==> src/rtl/encoder_2ri12_pkg.sv <==
// Shared op codes, LoongArch32 2RI12 major opcodes and the instruction word layout.
// The id-stage 2RI12 decoder compares against the same OPC_* values.
package encoder_2ri12_pkg;

   // Decoded-op codes carried on in_op
   localparam logic [7:0] OP_INVALID = 8'h00;
   localparam logic [7:0] OP_SLTI    = 8'h01;
   localparam logic [7:0] OP_SLTUI   = 8'h02;
   localparam logic [7:0] OP_ADDI    = 8'h03;
   localparam logic [7:0] OP_ANDI    = 8'h04;
   localparam logic [7:0] OP_ORI     = 8'h05;
   localparam logic [7:0] OP_XORI    = 8'h06;
   localparam logic [7:0] OP_CACOP   = 8'h07;
   localparam logic [7:0] OP_LD      = 8'h08;
   localparam logic [7:0] OP_ST      = 8'h09;
   localparam logic [7:0] OP_LDU     = 8'h0A;

   localparam logic [9:0] OPC_SLTI   = 10'b0000001000;
   localparam logic [9:0] OPC_SLTUI  = 10'b0000001001;
   localparam logic [9:0] OPC_ADDI   = 10'b0000001010;
   localparam logic [9:0] OPC_ANDI   = 10'b0000001101;
   localparam logic [9:0] OPC_ORI    = 10'b0000001110;
   localparam logic [9:0] OPC_XORI   = 10'b0000001111;
   localparam logic [9:0] OPC_CACOP  = 10'b0000011000;

   // Memory ops carry the access size in the two low opcode bits
   localparam logic [7:0] OPC_LD_PFX  = 8'b00101000;
   localparam logic [7:0] OPC_ST_PFX  = 8'b00101001;
   localparam logic [7:0] OPC_LDU_PFX = 8'b00101010;

   typedef enum logic [1:0] {
      SZ_BYTE = 2'd0,
      SZ_HALF = 2'd1,
      SZ_WORD = 2'd2,
      SZ_RSV  = 2'd3
   } acc_sz_e;

   typedef struct packed {
      logic [9:0]  opc;
      logic [11:0] imm;
      logic [4:0]  rj;
      logic [4:0]  rd;
   } inst_2ri12_t;

   function automatic logic [31:0] pack_inst(input logic [9:0] opc, input logic [11:0] imm,
                                             input logic [4:0] rj, input logic [4:0] rd);
      inst_2ri12_t w;
      w.opc = opc;
      w.imm = imm;
      w.rj  = rj;
      w.rd  = rd;
      return w;
   endfunction

endpackage

==> src/rtl/encoder_2ri12_fifo2.sv <==
// 2-entry 32-bit FIFO, registered output, one cycle push-to-pop latency.
// Push is refused at count 2 even if a pop happens that cycle (no pass-through).
module inst_fifo2 (
   input  logic        clk,
   input  logic        resetn,
   input  logic        i_push_vld,
   output logic        o_push_rdy,
   input  logic [31:0] i_push_dat,
   output logic        o_pop_vld,
   input  logic        i_pop_rdy,
   output logic [31:0] o_pop_dat,
   output logic [1:0]  o_count
);

   logic [31:0] r_mem [2];
   logic        r_wr_ptr;
   logic        r_rd_ptr;
   logic [1:0]  r_cnt;
   logic        w_push;
   logic        w_pop;

   assign o_push_rdy = (r_cnt != 2'd2);
   assign o_pop_vld  = (r_cnt != 2'd0);
   assign o_pop_dat  = r_mem[r_rd_ptr];
   assign o_count    = r_cnt;

   assign w_push = i_push_vld && o_push_rdy;
   assign w_pop  = i_pop_rdy && o_pop_vld;

   always_ff @(posedge clk) begin
      if (!resetn) begin
         r_mem[0] <= '0;
         r_mem[1] <= '0;
         r_wr_ptr <= 1'b0;
         r_rd_ptr <= 1'b0;
         r_cnt    <= 2'd0;
      end else begin
         if (w_push) begin
            r_mem[r_wr_ptr] <= i_push_dat;
            r_wr_ptr        <= ~r_wr_ptr;
         end
         if (w_pop) begin
            r_rd_ptr <= ~r_rd_ptr;
         end
         case ({w_push, w_pop})
            2'b10:   r_cnt <= r_cnt + 2'd1;
            2'b01:   r_cnt <= r_cnt - 2'd1;
            default: r_cnt <= r_cnt;
         endcase
      end
   end

endmodule

==> src/rtl/encoder_2ri12.sv <==
// Encodes a decoded 2RI12 field bundle into a LoongArch32 word; legal words reach out_inst
// one cycle after accept via a 2-entry buffer, illegal bundles are dropped with a one-cycle err.
module encoder_2ri12
   import encoder_2ri12_pkg::*;
#(
   parameter int CNT_W = 16
) (
   input  logic             clk,
   input  logic             resetn,
   input  logic             in_valid,
   output logic             in_ready,
   input  logic [7:0]       in_op,
   input  logic [4:0]       in_rd,
   input  logic [4:0]       in_rj,
   input  logic [11:0]      in_imm,
   input  logic [1:0]       in_sz,
   output logic             out_valid,
   input  logic             out_ready,
   output logic [31:0]      out_inst,
   output logic             err,
   output logic [CNT_W-1:0] emit_cnt
);

   acc_sz_e          w_sz;
   logic [9:0]       w_opc;
   logic             w_legal;
   logic [31:0]      w_word;
   logic             w_acc;
   logic             w_push;
   logic             w_pop;
   logic             w_push_rdy;
   logic [1:0]       w_count;
   logic             r_err;
   logic [CNT_W-1:0] r_emit_cnt;

   assign w_sz = acc_sz_e'(in_sz);

   always_comb begin
      w_opc   = '0;
      w_legal = 1'b1;
      case (in_op)
         OP_SLTI:  w_opc = OPC_SLTI;
         OP_SLTUI: w_opc = OPC_SLTUI;
         OP_ADDI:  w_opc = OPC_ADDI;
         OP_ANDI:  w_opc = OPC_ANDI;
         OP_ORI:   w_opc = OPC_ORI;
         OP_XORI:  w_opc = OPC_XORI;
         OP_CACOP: w_opc = OPC_CACOP;
         OP_LD: begin
            w_opc   = {OPC_LD_PFX, w_sz};
            w_legal = (w_sz != SZ_RSV);
         end
         OP_ST: begin
            w_opc   = {OPC_ST_PFX, w_sz};
            w_legal = (w_sz != SZ_RSV);
         end
         // Unsigned loads exist only for byte and half
         OP_LDU: begin
            w_opc   = {OPC_LDU_PFX, w_sz};
            w_legal = (w_sz == SZ_BYTE) || (w_sz == SZ_HALF);
         end
         default: w_legal = 1'b0;
      endcase
   end

   assign w_word = pack_inst(w_opc, in_imm, in_rj, in_rd);

   // Gating with resetn keeps the bundle from being counted as accepted while reset is held
   assign in_ready = resetn && (w_count != 2'd2);
   assign w_acc    = in_valid && in_ready;
   assign w_push   = w_acc && w_legal && w_push_rdy;
   assign w_pop    = out_valid && out_ready;

   inst_fifo2 u_fifo (
      .clk        (clk),
      .resetn     (resetn),
      .i_push_vld (w_push),
      .o_push_rdy (w_push_rdy),
      .i_push_dat (w_word),
      .o_pop_vld  (out_valid),
      .i_pop_rdy  (out_ready),
      .o_pop_dat  (out_inst),
      .o_count    (w_count)
   );

   always_ff @(posedge clk) begin
      if (!resetn) begin
         r_err      <= 1'b0;
         r_emit_cnt <= '0;
      end else begin
         r_err <= w_acc && !w_legal;
         if (w_pop) begin
            r_emit_cnt <= r_emit_cnt + 1'b1;
         end
      end
   end

   assign err      = r_err;
   assign emit_cnt = r_emit_cnt;

endmodule

==> config.mk <==
export PLATFORM = sky130hd
export DESIGN_NAME = encoder_2ri12
export DESIGN_NICKNAME = d
export VERILOG_FILES = /design/src/rtl/encoder_2ri12_pkg.sv /design/src/rtl/encoder_2ri12_fifo2.sv /design/src/rtl/encoder_2ri12.sv
export SDC_FILE = /design/constraint.sdc
export NUM_CORES = 1
export LEC_CHECK = 0
export ABC_CLOCK_PERIOD_IN_PS = 3040
export CAP_MARGIN = 20
export CORE_MARGIN = 5
export CORE_UTILIZATION = 50
export DETAILED_ROUTE_END_ITERATION = 7
export GPL_ROUTABILITY_DRIVEN = 1
export HOLD_SLACK_MARGIN = 0.02
export MAX_ROUTING_LAYER = met4
export PLACE_DENSITY = 0.82
export SLEW_MARGIN = 20
export SYNTH_ARGS = -nofsm -noshare
export SYNTH_HDL_FRONTEND = slang
export SYNTH_SLANG_ARGS = --single-unit
==> constraint.sdc <==
create_clock -name clk -period 3.04 [get_ports clk]
set_input_delay 0.608 -clock clk [delete_from_list [all_inputs] [get_ports clk]]
set_output_delay 0.608 -clock clk [all_outputs]
set_load 0.05 [all_outputs]
==> results of run 1 <==
## cell families after synthesis
| kind of cell | share of synthesized area, % |
|---|---|
| xor gates and xnor gates | 3.89 |
| AOI/OAI and AO/OA | 4.90 |
| muxes | 9.58 |
| adders and majority gates | 0.694 |
| DFF | 58.9 |
| buffers and inverters | 3.61 |
| and+or+nand+nor | 18.3 |
| other | 0.104 |
## report_power, final
part	total, uW	internal (uW)	switching, uW
Combinational	222	93.6	128
Clock	748	381	367
Sequential	1170	1160	7.53
Total	2140	1630	503
## worst reg2reg max path: cells and delay by family, from the launching register on
family                   cells  cell delay, ns
AO/OA/AOI/OAI                2            0.42
flip-flops                   1            0.46
buffers and inverters        1            0.11
AND/OR/NAND/NOR              2            0.47
adder cells (fa/ha/maj)      1            0.27
## metrics by stage
step / power, uW / setup WS (ns) / hold slack (ns) / util [%] / instance area (sq um)
2_1_floorplan: 1320 / 0.248 / 0.481 / - / 3610
3_3_place_gp: 1410 / 0.194 / 0.494 / 63.2 / 4510
3_5_place_dp: 1410 / 0.127 / 0.504 / 63.2 / 4510
4_1_cts: 2150 / 0.488 / 0.530 / 65.9 / 4700
5_1_grt: 2230 / 0.401 / 0.566 / 65.9 / 4700
6_report: 2140 / 0.490 / 0.532 / 65.9 / 4700
## cell type report
| type | count | area share (%) |
|---|---|---|
| timing repair buffer | 95 | 18.8 |
| multi-input combinational | 196 | 28.9 |
| sequential | 78 | 45.1 |
| clock buffer | 11 | 2.79 |
| clock inverter | 5 | 1.25 |
| tap | 99 | 2.64 |
| inverter | 6 | 0.479 |
## layout by cell type, fill, tap and decap left out, drive strengths merged, types with 2 or more instances in the layout
master,netlist,layout
edfxtp,56,56
clkdlybuf4s50,0,53
and2,46,46
buf,9,42
mux2,28,28
nor2,25,25
dfxtp,22,22
nand2,13,13
xnor2,11,11
clkbuf,9,11
nor3,7,7
a21oi,6,6
inv,5,6
nor4,5,5
nand4,5,5
xor2,5,5
nand3,4,4
nand2b,4,4
mux2i,3,3
o21ai,3,3
conb,1,3
clkinvlp,0,3
o21a,2,2
or3,2,2
nand3b,2,2
nor2b,2,2
o211ai,2,2
a31o,2,2
ha,2,2
## sequential cells by signal, summed over array words and instances (netlist names), named ones only
signal           flops
u_fifo.r_mem        56
err                  1
u_fifo.r_wr_ptr      1
u_fifo.r_rd_ptr      1
emit_cnt            16
u_fifo.o_count       2
## synthesized netlist by cell type (2+ instances only)
cell      count
xnor2_1      11
o21a_1        2
nand2_1      13
buf_4         4
ha_1          2
nand3b_1      2
nor4_1        5
and2_1       46
nand3_1       4
or3_1         2
inv_1         5
nand2b_1      4
mux2i_1       3
nor2_1       25
nand4_1       5
buf_2         2
mux2_2       28
a31o_2        2
buf_6         3
a21oi_1       6
edfxtp_1     56
o21ai_0       3
xor2_1        5
dfxtp_1      22
o211ai_1      2
nor3_1        7
clkbuf_1      9
nor2b_1       2
## layer usage
metal	share of wire (%)	wire length, um	global-route usage [%]
met4	0.58	42	6.13
met3	7.1	509	4.62
met1	43	3110	20.5
met5	0	0	-
met2	49	3550	28.2
## path summary, 6_finish.rpt
check | to | slack, ns
max | u_fifo.o_count[1] | 0.49
min | u_fifo.r_rd_ptr | 0.53
max reg2reg | u_fifo.o_count[1] | 1.23
min reg2reg | u_fifo.r_rd_ptr | 0.53
==> results.cfg, run 1 <==
[critical_path]
rr_worst_depth = 6
cp_num_buf_inv = 1
crit_fanout = 3
path_cells = clkdlybuf4s50_1 > or4_1 > a311oi_2 > nand2_1 > ha_1 > or3_1 > a21oi_1
worst_setup_path_end_kind = flop
arrival_ns = 2.80
path_delay_family = simple AND/OR/NAND/NOR gates
crit_path_start = in_op[5]
crit_path_top_delay_cell = or4_1
start_kind = primary input
required_ns = 3.29
slowest_delay_ns = 0.55
r2r_start = u_fifo.o_count[1]
worstSetupPathType = in -> reg
path_depth = 7

[detailed_routing]
ant_nets = 0
via_count = 2479
drt_iter0_markers = 99
route.detailed.drc = 0
drt-vias-per-instance = 5.06
dr.pass1.iters = 4
drt-total-wl_um = 7220
wl_per_cell_um = 14.7

[clock_network]
worstSkewPairLatency_ns = 0.35
clockBufferDepth = 2
cts_resized = 0
post_cts_buffers = 0
cts-hold-fix-buffers = 0
cts_tree = done
cts_sinks = 78
cts_buffers = 9
htree_levels = 3
root_buffer = clkbuf_8
clk_pin_slew_ns = 0.08

[global_routing]
gr-total-overflow = 0
grt_pass1_wl_um = 11500
grt_max_degree = 29
grt_usage_pct = 17.2
grt_pass1_vias = 2433
antenna_found_initial = 0

[die]
core_sq_um = 7140
die_width_um = 94.9
die_h_um = 94.9
die_area_sq_um = 9010
start_util_pct = 50.5
io_pins = 87
rows = 31

[sta]
setup_viol = 0
timing.fmax_ghz = 0.392
final_hold_viol_count = 0
min_period_ns = 2.55
rsz0062_at_grt = no
relSlewSlack_pct = 63.3
slew_violations = 0
clock_skew_ns = 0.0139
finalSetupTns_ns = 0
period_share_pct = 83.9
worstMarginPinSlew_ns = 0.548

[synthesis]
syn_inst = 296
yosys-top-cells-area = edfxtp_1 (47%), dfxtp_1 (12%), mux2_2 (8.8%)
synth_top_cell_area_share_pct = 46.7
synth_cell_types = 44
syn_area_sq_um = 3600
ys_ff_latch = 78
postSynth.asyncResetShare_pct = 0
yosys.area.top_type = edfxtp_1
synth_edf_count = 56
ys_dominant_reg_cell = edfxtp_1
ys_warn_count = 0
synth-seq-area-share_pct = 58.9
avgSynthCellArea_sq_um = 12.2

[power_and_ir_drop]
peakVddDrop_mv = 0.237
power_leakage_uw = 0.00178
powerDensity_nw_per_um2 = 455

[hold_path]
hp-start = u_fifo.r_rd_ptr
holdCritPathClass = reg -> reg
worstHoldPathCells = 2

[outcome]
status = completed

[finish]
regArea_sq_um = 2120
multi_input_area_sq_um = 1360
num_antenna_cells = 0
fillers = 568
finalNetCount = 424
instances_no_fill = 490
syn_to_final_growth_pct = 30.5
layout-drive-gt1-share_pct = 22.8

[place]
place_congestion = 0.832
placedCellCount = 474
port_buffers = 83
hpwl_um = 4950

[flow_run]
maxCapViolCount = 0
Note: power is estimated with default switching activity, not from simulation.
==> run 2: changes to the inputs <==
--- a/config.mk
+++ b/config.mk
@@ -5,7 +5,7 @@
 export SDC_FILE = /design/constraint.sdc
 export NUM_CORES = 1
 export LEC_CHECK = 0
-export ABC_CLOCK_PERIOD_IN_PS = 3040
+export ABC_CLOCK_PERIOD_IN_PS = 2400
 export CAP_MARGIN = 20
 export CORE_MARGIN = 5
 export CORE_UTILIZATION = 50
==> constraint.sdc (replaced) <==
create_clock -name clk -period 2.4 [get_ports clk]
set_input_delay 0.48 -clock clk [delete_from_list [all_inputs] [get_ports clk]]
set_output_delay 0.48 -clock clk [all_outputs]
set_load 0.05 [all_outputs]
==> run 2 against run 1 <==
Combinational power increased by 49%. Non-clock buffer count increased by 12. Total power increased by 30%. Critical endpoint unchanged. Largest power group unchanged. Highest routed layer unchanged.
==> results.cfg, run 2 (synthesized netlist as in run 1, its figures left out) <==
[outcome]
status = completed

[die]
die_area_sq_um = 9010
rows = 31
die_h_um = 94.9
die_width_um = 94.9
io_pins = 87
start_util_pct = 50.5
core_sq_um = 7140

[clock_network]
cts_sinks = 78
clockBufferDepth = 2
cts_tree = done
clk_pin_slew_ns = 0.08
cts_buffers = 9
root_buffer = clkbuf_8
worstSkewPairLatency_ns = 0.34
htree_levels = 3
post_cts_buffers = 0

[critical_path]
arrival_ns = 2.60
worstSetupPathType = in -> reg
r2r_end = u_fifo.o_count[1]
r2r_start = u_fifo.o_count[0]
worst_setup_path_end_kind = flop
crit_fanout = 2
setup.worst_path.end = u_fifo.o_count[1]
crit_path_start = in_op[5]
required_ns = 2.67
reg2reg_setup_slack_ns = 0.66
rr_worst_depth = 6
start_kind = primary input

[sta]
rsz0062_at_grt = no
period_share_pct = 97.1
finalWorstSetupSlack_ns = 0.0689
timing.fmax_ghz = 0.429
slew_violations = 0
finalSetupTns_ns = 0
min_period_ns = 2.33
relSlewSlack_pct = 63.5
setup_viol = 0
clock_skew_ns = 0.00551
final_hold_viol_count = 0
worstMarginPinSlew_ns = 0.546

[place]
place_congestion = 0.819
post-place-ws_ns = -0.346
placedCellCount = 486
port_buffers = 83
hpwl_um = 5420
placed_area_sq_um = 4850

[flow_run]
maxCapViolCount = 0

[power_and_ir_drop]
peakVddDrop_mv = 0.337
powerDensity_nw_per_um2 = 551
power_leakage_uw = 0.00194

[finish]
finalNetCount = 436
design_area_sq_um = 5050
num_antenna_cells = 0
final_common_cell = edfxtp_1
final_core_util_pct = 70.8
instances_no_fill = 502
layout_common_cells = edfxtp_1 (56), clkdlybuf4s50_1 (52), and2_1 (46)
syn_to_final_growth_pct = 40.3
largest_register_ffs = 56
regMostFlops = u_fifo.r_mem
fillers = 474
layout-drive-gt1-share_pct = 25.8

[global_routing]
gr-total-overflow = 0
antenna_found_initial = 0
grt_max_degree = 29
grt_pass1_wl_um = 12100
grt_pass1_vias = 2577
grt_usage_pct = 18.0

[detailed_routing]
drt-vias-per-instance = 4.98
ant_nets = 0
route.detailed.drc = 0
wl_per_cell_um = 15.0
drt-total-wl_um = 7520
dr.pass1.iters = 4
via_count = 2502
drt_iter0_markers = 82

[hold_path]
holdCritPathClass = reg -> reg
## run 2: power breakdown
group | leakage [uW] | switching, uW | total, uW | internal (uW)
combinational | 0.00108 | 173 | 330 | 157
sequential | 0.000767 | 9.53 | 1480 | 1470
clock | 0.0000931 | 488 | 976 | 488
total | 0.00194 | 671 | 2780 | 2110
## run 2: worst min-delay path by stage
stage                                from  slack [ns]  cells after the start              end
after floorplan           u_fifo.r_rd_ptr        0.48                      2             flop
after global placement    u_fifo.r_rd_ptr        0.49                      2  u_fifo.r_rd_ptr
after detailed placement  u_fifo.r_rd_ptr        0.51                      2             flop
after CTS                 u_fifo.r_rd_ptr        0.53                      2             flop
after global routing      u_fifo.r_rd_ptr        0.58                      2  u_fifo.r_rd_ptr
final                     u_fifo.r_rd_ptr        0.52                      2             flop
## run 2: critical path, stage by stage
cell and delay [ns]:
clkdlybuf4s50_1 0.39, or4_1 0.53, a311oi_2 0.27, nand2_1 0.12, ha_1 0.20, xnor2_1 0.14, or3_1 0.32, a21oi_1 0.15
## run 2: final cells by class
cell class,instances,area [sq um],area share [%]
clock inverters,6,71.3,1.41
inverters,6,22.5,0.446
flip-flops and latches,78,2120,42.0
repair buffers,107,1210,24.0
multi-input cells,196,1370,27.2
clock buffers,10,128,2.52
well taps,99,124,2.45
## run 2: per-layer routing
layer | track usage [%] | wire length [um] | vias to the layer above
met3 | 4.54 | 485 | 12
met1 | 21.8 | 3280 | 1165
met4 | 7.57 | 148 | 0
li1 | - | - | 1243
met2 | 28.9 | 3610 | 82
met5 | - | 0 | -
## run 2: timing repair
action | 4_1_cts | 5_1_grt
hold buffers | 0 | 0
setup endpoints to repair | 0 | 3
gates resized for setup | 0 | 1
## run 2: stage by stage
| step | power (uW) | hold WS, ns |
|---|---|---|
| final | 2780 | 0.520 |
| after CTS | 2810 | 0.528 |
| after global placement | 1830 | 0.494 |
| after detailed placement | 1840 | 0.507 |
| after floorplan | 1670 | 0.481 |
| after global routing | 2890 | 0.580 |
